**config.mk**
```make
export PLATFORM = sky130hd
export DESIGN_NAME = park_slot_debounce
export DESIGN_NICKNAME = d
export VERILOG_FILES = /design/src/rtl/park_slot_debounce.sv
export SDC_FILE = /design/constraint.sdc
export NUM_CORES = 1
export LEC_CHECK = 0
export ABC_AREA = 1
export BUFFER_PORTS_ARGS = -buffer_cell sky130_fd_sc_hd__buf_4
export CELL_PAD_IN_SITES_DETAIL_PLACEMENT = 0
export CELL_PAD_IN_SITES_GLOBAL_PLACEMENT = 1
export CORE_MARGIN = 4
export CORE_UTILIZATION = 46
export CTS_CLUSTER_DIAMETER = 200
export CTS_CLUSTER_SIZE = 28
export DETAILED_ROUTE_END_ITERATION = 6
export PLACE_DENSITY = 0.78
export SYNTH_ARGS = -nofsm -noshare
export SYNTH_HDL_FRONTEND = slang
export SYNTH_SLANG_ARGS = --single-unit
export TNS_END_PERCENT = 100
```
**constraint.sdc**
```tcl
create_clock -name clk -period 2.4 [get_ports clk]
set_input_delay 0 -clock clk [delete_from_list [all_inputs] [get_ports clk]]
set_output_delay 0 -clock clk [all_outputs]
set_load 0.01 [all_outputs]
```
**src/rtl/park_slot_debounce.sv**
```systemverilog
// Parking-slot sensor conditioner: 2-flop sync, tick-paced debounce, settle FSM, edge strobes.
// Optional sticky change interrupt enabled by defining PARK_IRQ_EN.
module park_slot_debounce #(
   parameter int unsigned NUM_SLOTS      = 8,
   parameter int unsigned TICK_DIV       = 100000,
   parameter int unsigned DEBOUNCE_TICKS = 20
) (
   input  logic                 clk,
   input  logic                 rst_n,
   input  logic [NUM_SLOTS-1:0] sensor_raw,
   output logic [NUM_SLOTS-1:0] car,
   output logic                 car_valid,
   output logic [NUM_SLOTS-1:0] entered,
   output logic [NUM_SLOTS-1:0] left,
   output logic                 change,
   output logic                 irq,
   input  logic                 irq_clr
);

   localparam int unsigned PW = (TICK_DIV > 1) ? $clog2(TICK_DIV) : 1;
   localparam int unsigned CW = (DEBOUNCE_TICKS > 0) ? $clog2(DEBOUNCE_TICKS + 1) : 1;
   localparam logic [PW-1:0] PRE_LAST = PW'(TICK_DIV - 1);
   localparam logic [CW-1:0] CNT_LAST = CW'(DEBOUNCE_TICKS - 1);

   typedef enum logic {SETTLE, RUN} state_e;

   state_e               state_q, state_d;
   logic [CW-1:0]        settle_q, settle_d;
   logic [PW-1:0]        pre_q, pre_d;
   logic                 tick;
   logic [NUM_SLOTS-1:0] sync1_q, sync_q;
   logic [NUM_SLOTS-1:0] car_q, car_d;
   logic [CW-1:0]        cnt_q [NUM_SLOTS];
   logic [CW-1:0]        cnt_d [NUM_SLOTS];
   logic [NUM_SLOTS-1:0] ent_q, ent_d, left_q, left_d;
   logic                 chg_q, chg_d;
   logic                 strobe_en;

   // FSM: state register
   always_ff @(posedge clk or negedge rst_n) begin
      if (!rst_n) begin
         state_q  <= SETTLE;
         settle_q <= '0;
      end else begin
         state_q  <= state_d;
         settle_q <= settle_d;
      end
   end

   // FSM: next state
   always_comb begin
      state_d  = state_q;
      settle_d = settle_q;
      if (state_q == SETTLE && tick) begin
         if (settle_q == CNT_LAST) begin
            state_d  = RUN;
            settle_d = '0;
         end else begin
            settle_d = settle_q + CW'(1);
         end
      end
   end

   // FSM: outputs
   always_comb begin
      car_valid = 1'b0;
      strobe_en = 1'b0;
      if (state_q == RUN) begin
         car_valid = 1'b1;
         strobe_en = 1'b1;
      end
   end

   assign tick  = (pre_q == PRE_LAST);
   assign pre_d = tick ? '0 : pre_q + PW'(1);

   // A slot flips only after DEBOUNCE_TICKS consecutive mismatching ticks.
   always_comb begin
      car_d = car_q;
      cnt_d = cnt_q;
      if (tick) begin
         for (int unsigned i = 0; i < NUM_SLOTS; i++) begin
            if (sync_q[i] == car_q[i]) begin
               cnt_d[i] = '0;
            end else if (cnt_q[i] == CNT_LAST) begin
               car_d[i] = sync_q[i];
               cnt_d[i] = '0;
            end else begin
               cnt_d[i] = cnt_q[i] + CW'(1);
            end
         end
      end
      ent_d  = strobe_en ? (car_d & ~car_q) : '0;
      left_d = strobe_en ? (~car_d & car_q) : '0;
      chg_d  = |(ent_d | left_d);
   end

   always_ff @(posedge clk or negedge rst_n) begin
      if (!rst_n) begin
         pre_q   <= '0;
         sync1_q <= '0;
         sync_q  <= '0;
         car_q   <= '0;
         ent_q   <= '0;
         left_q  <= '0;
         chg_q   <= 1'b0;
         for (int unsigned i = 0; i < NUM_SLOTS; i++) cnt_q[i] <= '0;
      end else begin
         pre_q   <= pre_d;
         sync1_q <= sensor_raw;
         sync_q  <= sync1_q;
         car_q   <= car_d;
         ent_q   <= ent_d;
         left_q  <= left_d;
         chg_q   <= chg_d;
         cnt_q   <= cnt_d;
      end
   end

   assign car     = car_q;
   assign entered = ent_q;
   assign left    = left_q;
   assign change  = chg_q;

`ifdef PARK_IRQ_EN
   logic irq_q;

   // Set has priority over clear so a change coinciding with irq_clr is not lost.
   always_ff @(posedge clk or negedge rst_n) begin
      if (!rst_n)       irq_q <= 1'b0;
      else if (chg_q)   irq_q <= 1'b1;
      else if (irq_clr) irq_q <= 1'b0;
   end

   assign irq = irq_q;
`else
   logic unused_irq_clr;
   assign unused_irq_clr = irq_clr;
   assign irq            = 1'b0;
`endif

endmodule

```
==> qor.csv, run 1 <==
stage,metric,value,unit
yosys,leading area contributor after synthesis,dfrtp_1,
sta,RSZ-0062 raised after global routing,no,
clocking,H-tree depth,3,
placement,GP Congestion,0.767,
yosys,Synth area leaders,"dfrtp_1 (52%), nand2_1 (7.5%), inv_1 (6.4%)",
detailed_routing,Routed wire per std cell,12.8,um
floorplan,DIE AREA,12600,um2
final_layout,most frequent cells in the layout,"dfrtp_1 (104), nand2_1 (100), inv_1 (85)",
detailed_routing,via count,3723,
floorplan,Rows,37,
yosys,top_reg_cell synth,dfrtp_1,
setup_path,Slowest cell on crit path,dfrtp_1,
yosys,sequential share of the synthesized area,52.2,%
clocking,Max Root-Sink Buffers,2,
global_route,pin count of the biggest net entering global routing,51,
floorplan,Die Wd,112,um
flow_run,Max Cap Viol,0,
yosys,Avg Inst Size Synth,8.77,um2
setup_path,Crit path arrival time,2.30,ns
hold_path,Hold WC Path Type,input pin to asynchronous set/reset pin,
floorplan,Die Y-Extent,112,um
placement,HPWL Detailed,6840,um
detailed_routing,Remaining DRCs,0,
yosys,ys async rst share,100,%
final_layout,nets,636,
global_route,global route overflow,0,
floorplan,Core Box Area,10500,um2
clocking,CTS tree,built,
detailed_routing,number of routed nets with antenna violations,0,
floorplan,initial core utilization,47.7,%
yosys,Netlist cell types,38,
sta,FMAX,498,MHz
clocking,clock root cell,clkbuf_8,
detailed_routing,First-pass DRT Iterations,4,
clocking,clock-pin slew on the worst setup and hold paths,0.09,ns
global_route,first-pass GRT wire length,16800,um
final_layout,area grow syn2layout,14.1,%
sta,Final min period,2.01,ns
setup_path,crit path cell chain,ha_1 -> nand3_4 -> inv_2 -> nand3_2 -> nor2_8 -> inv_4 -> nor3_1 -> o21ai_0 -> a21oi_1,
status,status,completed,
clocking,post_cts resized,0,
setup_path,critical path type,flop to flop,
setup_path,max incr delay on CP,0.39,ns
yosys,Post-synth EDFFs,0,
sta,slew margin rel.,56.9,%
sta,final hold vios,0,
clocking,clk_lat worst skew,0.37,ns
global_route,Total Routing Usage GR,16.3,%
clocking,CTS Sinks,104,
global_route,vias in the first global route,3573,
sta,Slew Limit Fails,0,
setup_path,Buf/Inv on CP,2,
yosys,Gate Count Post-Synth,569,
power_and_ir_drop,Leakage,3.08,nW
setup_path,startpoint types,flop,
global_route,antenna violations before repair,0,
final_layout,"commonest non-fill, non-tap cell in the layout",dfrtp_1,
sta,period utilization,83.7,%
setup_path,crit-path max FO,45,
detailed_routing,drt total wl,9650,um
floorplan,num ports,38,
yosys,#FFs+latches synth,104,
yosys,Yosys warnings,0,
final_layout,Finished Core Util,54.4,%
sta,skew final,0.00895,ns
sta,Slew @ Worst Pin,0.646,ns
placement,port bufs,35,
sta,Finish-stage setup viols,0,
final_layout,layout cells sized above 1,12.4,%
sta,Fin Setup TNS,0,ns
yosys,top-area cell type share of the netlist area,52.2,%
clocking,CTS Buf Count,9,
final_layout,antenna cells,0,
detailed_routing,DR iter-0 viols,259,
power_and_ir_drop,pwr dens,527,nW/um2
detailed_routing,Avg Vias per Cell,4.92,
setup_path,Critical Path Sink Type,flop,
setup_path,Critical Path RT,2.70,ns
power_and_ir_drop,Peak VDD IR,0.376,mV
yosys,syn_nets,590,
setup_path,"CP delay by family, top",simple AND/OR/NAND/NOR gates,
yosys,Syn Std Cell Area,4990,um2
path summary, 6_finish.rpt:
check / start / slack [ns] / cells past startpoint / end
setup / recovery: pre_q[0]$_DFF_PN0_ / 0.39 / 9 / settle_q[2]$_DFFE_PN0P_
hold / removal: rst_n / 0.19 / 2 / pre_q[8]$_DFF_PN0_
setup reg to reg: pre_q[0]$_DFF_PN0_ / 0.39 / 9 / settle_q[2]$_DFFE_PN0P_
hold reg to reg: sync1_q[5]$_DFF_PN0_ / 0.36 / 0 / sync_q[5]$_DFF_PN0_
max in group asynchronous: rst_n / 1.55 / 3 / cnt_q[19]$_DFFE_PN0N_
min in group clk: sensor_raw[0] / 0.27 / 2 / sync1_q[0]$_DFF_PN0_
state kept, by name, indices dropped and copies added, names as in the netlist:
| register | cells |
|---|---|
| pre_q | 17 |
| cnt_q | 40 |
| car | 8 |
| settle_q | 5 |
| sync_q | 8 |
| left | 8 |
| sync1_q | 8 |
| state_q | 1 |
| entered | 8 |
| change | 1 |
cell type report:
| class | count | area [um2] |
|---|---|---|
| Inverter | 90 | 340 |
| Multi-Input combinational cell | 361 | 1950 |
| Timing Repair Buffer | 49 | 415 |
| Tap cell | 136 | 170 |
| Sequential cell | 104 | 2600 |
| Clock buffer | 14 | 183 |
| Clock inverter | 2 | 35.0 |
| Fill cell | 995 | 4770 |
cell usage after synthesis, types with 8 or more instances:
library cell,number
dfrtp_1,104
o22ai_1,8
a21oi_1,54
inv_1,85
nand4_1,23
xnor2_1,10
nand2_1,100
nor2_1,53
nand3_1,32
ha_1,10
o21ai_0,12
xor2_1,8
nor3_1,10
through the flow:
stage | setup slack, ns | std cells | instance area, um2 | hold WS, ns | power (mW)
after CTS | 0.380 | 756 | 5690 | 0.205 | 3.06
after floorplan | 0.731 | 569 | 4990 | -0.296 | 1.82
after detailed placement | 0.388 | 731 | 5390 | 0.0756 | 1.88
after global routing | 0.197 | 756 | 5690 | 0.236 | 3.13
final | 0.391 | 756 | 5690 | 0.195 | 3.00
after global placement | 0.440 | 731 | 5390 | 0.0765 | 1.88
timing repair:
action	CTS	global route
setup endpoints to repair	0	0
hold buffers	9	0
setup buffers	0	0
endpoints found under the hold margin	55	0
cells by family after synthesis:
family / after synthesis / synth area share, %
flip-flops: 104 / 52.2
AO/OA/AOI/OAI: 83 / 8.95
other: 1 / 0.0752
multiplexers: 1 / 0.226
adder cells (fa/ha/maj): 10 / 2.51
XOR/XNOR: 18 / 3.16
AND/OR/NAND/NOR: 248 / 24.1
buffers and inverters: 104 / 8.80
power by group:
part / switching, mW / leakage (nW) / total [mW] / internal (mW)
combinational: 0.0509 / 1.56 / 0.0809 / 0.0301
sequential: 0.00706 / 1.40 / 1.77 / 1.76
clock: 0.556 / 0.113 / 1.15 / 0.595
total: 0.613 / 3.08 / 3.00 / 2.39
metal layers:
metal / vias up / global-route usage (%) / routed length, um
met5: - / 0 / 0
met4: 0 / 5.29 / 131
met2: 51 / 25.0 / 4400
met3: 10 / 3.99 / 343
met1: 1725 / 22.8 / 4770
li1: 1937 / - / -
(Power assumes the default switching activity.)
==> inputs of run 2 (changes only) <==
--- a/config.mk
+++ b/config.mk
@@ -10,11 +10,11 @@
 export CELL_PAD_IN_SITES_DETAIL_PLACEMENT = 0
 export CELL_PAD_IN_SITES_GLOBAL_PLACEMENT = 1
 export CORE_MARGIN = 4
-export CORE_UTILIZATION = 46
+export CORE_UTILIZATION = 41
 export CTS_CLUSTER_DIAMETER = 200
 export CTS_CLUSTER_SIZE = 28
 export DETAILED_ROUTE_END_ITERATION = 6
-export PLACE_DENSITY = 0.78
+export PLACE_DENSITY = 0.73
 export SYNTH_ARGS = -nofsm -noshare
 export SYNTH_HDL_FRONTEND = slang
 export SYNTH_SLANG_ARGS = --single-unit
==> constraint.sdc (replaced) <==
create_clock -name clk -period 1.8 [get_ports clk]
set_input_delay 0 -clock clk [delete_from_list [all_inputs] [get_ports clk]]
set_output_delay 0 -clock clk [all_outputs]
set_load 0.01 [all_outputs]
==> run 2 against run 1 <==
Effect of this change: die area grew 11%; via count up 5.6%; flip-flop and latch count did not move; sequential power increased by 33%; power up 52%.
==> qor.csv, run 2 (synthesized netlist as in run 1, its figures left out) <==
stage,metric,value,unit
final_layout,layout filler cell count,1103,
detailed_routing,Remaining DRCs,0,
sta,Finish-stage setup viols,0,
power_and_ir_drop,Leakage,3.33,nW
setup_path,crit-path max FO,7,
final_layout,Top Registers,"cnt_q: 40 flops, pre_q: 17 flops",
placement,placed insts,761,
power_and_ir_drop,Pint,3.64,mW
detailed_routing,Routed wire per std cell,13.8,um
sta,Fin Setup TNS,0,ns
power_and_ir_drop,Seq pwr share,51.7,%
setup_path,Slowest cell on crit path,dfrtp_1,
final_layout,Finished Core Util,52.4,%
sta,Hold Slack,0.0455,ns
floorplan,DIE AREA,14000,um2
floorplan,num ports,38,
final_layout,"Most flops, register",cnt_q,
final_layout,max FFs per register,40,
global_route,pin count of the biggest net entering global routing,47,
sta,Slew Limit Fails,0,
placement,port bufs,35,
sta,skew final,0.00952,ns
detailed_routing,First-pass DRT Iterations,4,
setup_path,Critical Path Sink Type,flop,
clocking,clock-pin slew on the worst setup and hold paths,0.07,ns
power_and_ir_drop,Pwr Total,4.57,mW
setup_path,startpoint types,flop,
floorplan,Die Wd,118,um
sta,final hold vios,0,
global_route,vias in the first global route,3825,
final_layout,fin cells,803,
power_and_ir_drop,Net Sw Power,0.930,mW
clocking,CTS tree,built,
setup_path,"CP delay by family, top",simple AND/OR/NAND/NOR gates,
final_layout,most frequent cells in the layout,"dfrtp_1 (103), nand2_1 (99), inv_1 (84)",
setup_path,Crit path arrival time,2.05,ns
detailed_routing,via count,3931,
setup_path,max incr delay on CP,0.39,ns
clocking,clk_lat worst skew,0.35,ns
clocking,CTS Buf Count,9,
power_and_ir_drop,combinational share of power,2.4,%
final_layout,layout cells sized above 1,19.5,%
flow_run,Max Cap Viol,0,
detailed_routing,Avg Vias per Cell,4.90,
global_route,antenna violations before repair,0,
global_route,first-pass GRT wire length,18400,um
final_layout,"commonest non-fill, non-tap cell in the layout",dfrtp_1,
clocking,CTS Sinks,104,
setup_path,critical path type,flop to flop,
status,status,completed,
detailed_routing,number of routed nets with antenna violations,0,
power_and_ir_drop,pwr dens,729,nW/um2
sta,period utilization,97.9,%
floorplan,Die Y-Extent,118,um
setup_path,Buf/Inv on CP,3,
floorplan,initial core utilization,41.7,%
clocking,Max Root-Sink Buffers,2,
detailed_routing,drt total wl,11100,um
clocking,clock root cell,clkbuf_16,
setup_path,crit path cell chain,inv_2 -> nand2_1 -> nor2_4 -> nand3_4 -> nor2_8 -> buf_12 -> nand3_1 -> nand2_1 -> inv_1 -> nand2_1 -> nor2_1 -> nand3_1,
power_and_ir_drop,sw frac,20.3,%
floorplan,Rows,40,
setup_path,Most common cell on crit path,nand2_1,
global_route,global route overflow,0,
clocking,H-tree depth,3,
global_route,Total Routing Usage GR,16.2,%
setup_path,Critical Path RT,2.08,ns
power_and_ir_drop,Clk pwr share,45.9,%
final_layout,nets,672,
hold_path,Hold WC Path Type,input pin to asynchronous set/reset pin,
placement,GP Congestion,0.804,
floorplan,Core Box Area,12000,um2
sta,Final min period,1.76,ns
sta,RSZ-0062 raised after global routing,yes,
final_layout,antenna cells,0,
power_and_ir_drop,Peak VDD IR,0.628,mV
setup_path,reg2reg path depth,12,
final_layout,area grow syn2layout,25.7,%
detailed_routing,DR iter-0 viols,189,
sta,FMAX,567,MHz
placement,HPWL Detailed,7360,um
setup_path,critical path depth,12,
## run 2: cell count changes in the layout (fill, tap and decap cells not counted), sizes merged
cell,change
clkinvlp,+1
clkbuf,-2
inv,+1
clkinv,+3
bufinv,+1
buf,+32
## run 2: cell type report
type / instances / area (um2) / share of cell area (%)
Timing Repair Buffer: 83 / 768 / 12.3
Tap cell: 147 / 184 / 2.93
Clock inverter: 6 / 82.6 / 1.32
Timing Repair inverter: 2 / 17.5 / 0.279
Multi-Input combinational cell: 361 / 2030 / 32.3
Sequential cell: 104 / 2600 / 41.5
Inverter: 90 / 350 / 5.59
Clock buffer: 10 / 239 / 3.81
## run 2: worst paths after layout
check,slack (ns),endpoint,from
worst max-delay path,0.04,change$_DFF_PN0_,pre_q[11]$_DFF_PN0_
worst min-delay path,0.05,left[7]$_DFF_PN0_,rst_n
worst max register to register,0.04,change$_DFF_PN0_,pre_q[11]$_DFF_PN0_
worst min register to register,0.35,sync_q[3]$_DFF_PN0_,sync1_q[3]$_DFF_PN0_
max in group asynchronous,1.12,cnt_q[5]$_DFFE_PN0N_,rst_n
min in group clk,0.29,sync1_q[0]$_DFF_PN0_,sensor_raw[0]
## run 2: power groups by stage
stage	clock network (mW)	registers, mW	logic, mW
2_1_floorplan	0	2.41	0.0230
3_3_place_gp	0	2.41	0.0984
3_5_place_dp	0	2.41	0.0998
4_1_cts	2.18	2.36	0.116
5_1_grt	2.27	2.36	0.128
6_report	2.10	2.36	0.111
## run 2: through the flow
stage	instance area, um2	setup WS (ns)
floorplan	4990	0.131
global placement	5560	0.0272
detailed placement	5560	-0.0262
CTS	6000	0.00000311
global route	6270	-0.0489
finish	6270	0.0378
## run 2: what timing repair did
item / CTS / global route
endpoints found under the hold margin: 112 / 0
buffers inserted: 0 / 13
hold buffers: 9 / 0
resized for setup: 2 / 25
pin swaps: 0 / 8
setup endpoints to repair: 6 / 24
cloned: 1 / 4
## run 2: metal layers
layer	track usage, %	part of all wire (%)	vias to the layer above
li1	-	-	2007
met4	4.98	1.5	0
met2	25.2	46	58
met1	21.9	48	1852
met3	4.93	4.5	14
met5	0	0	-
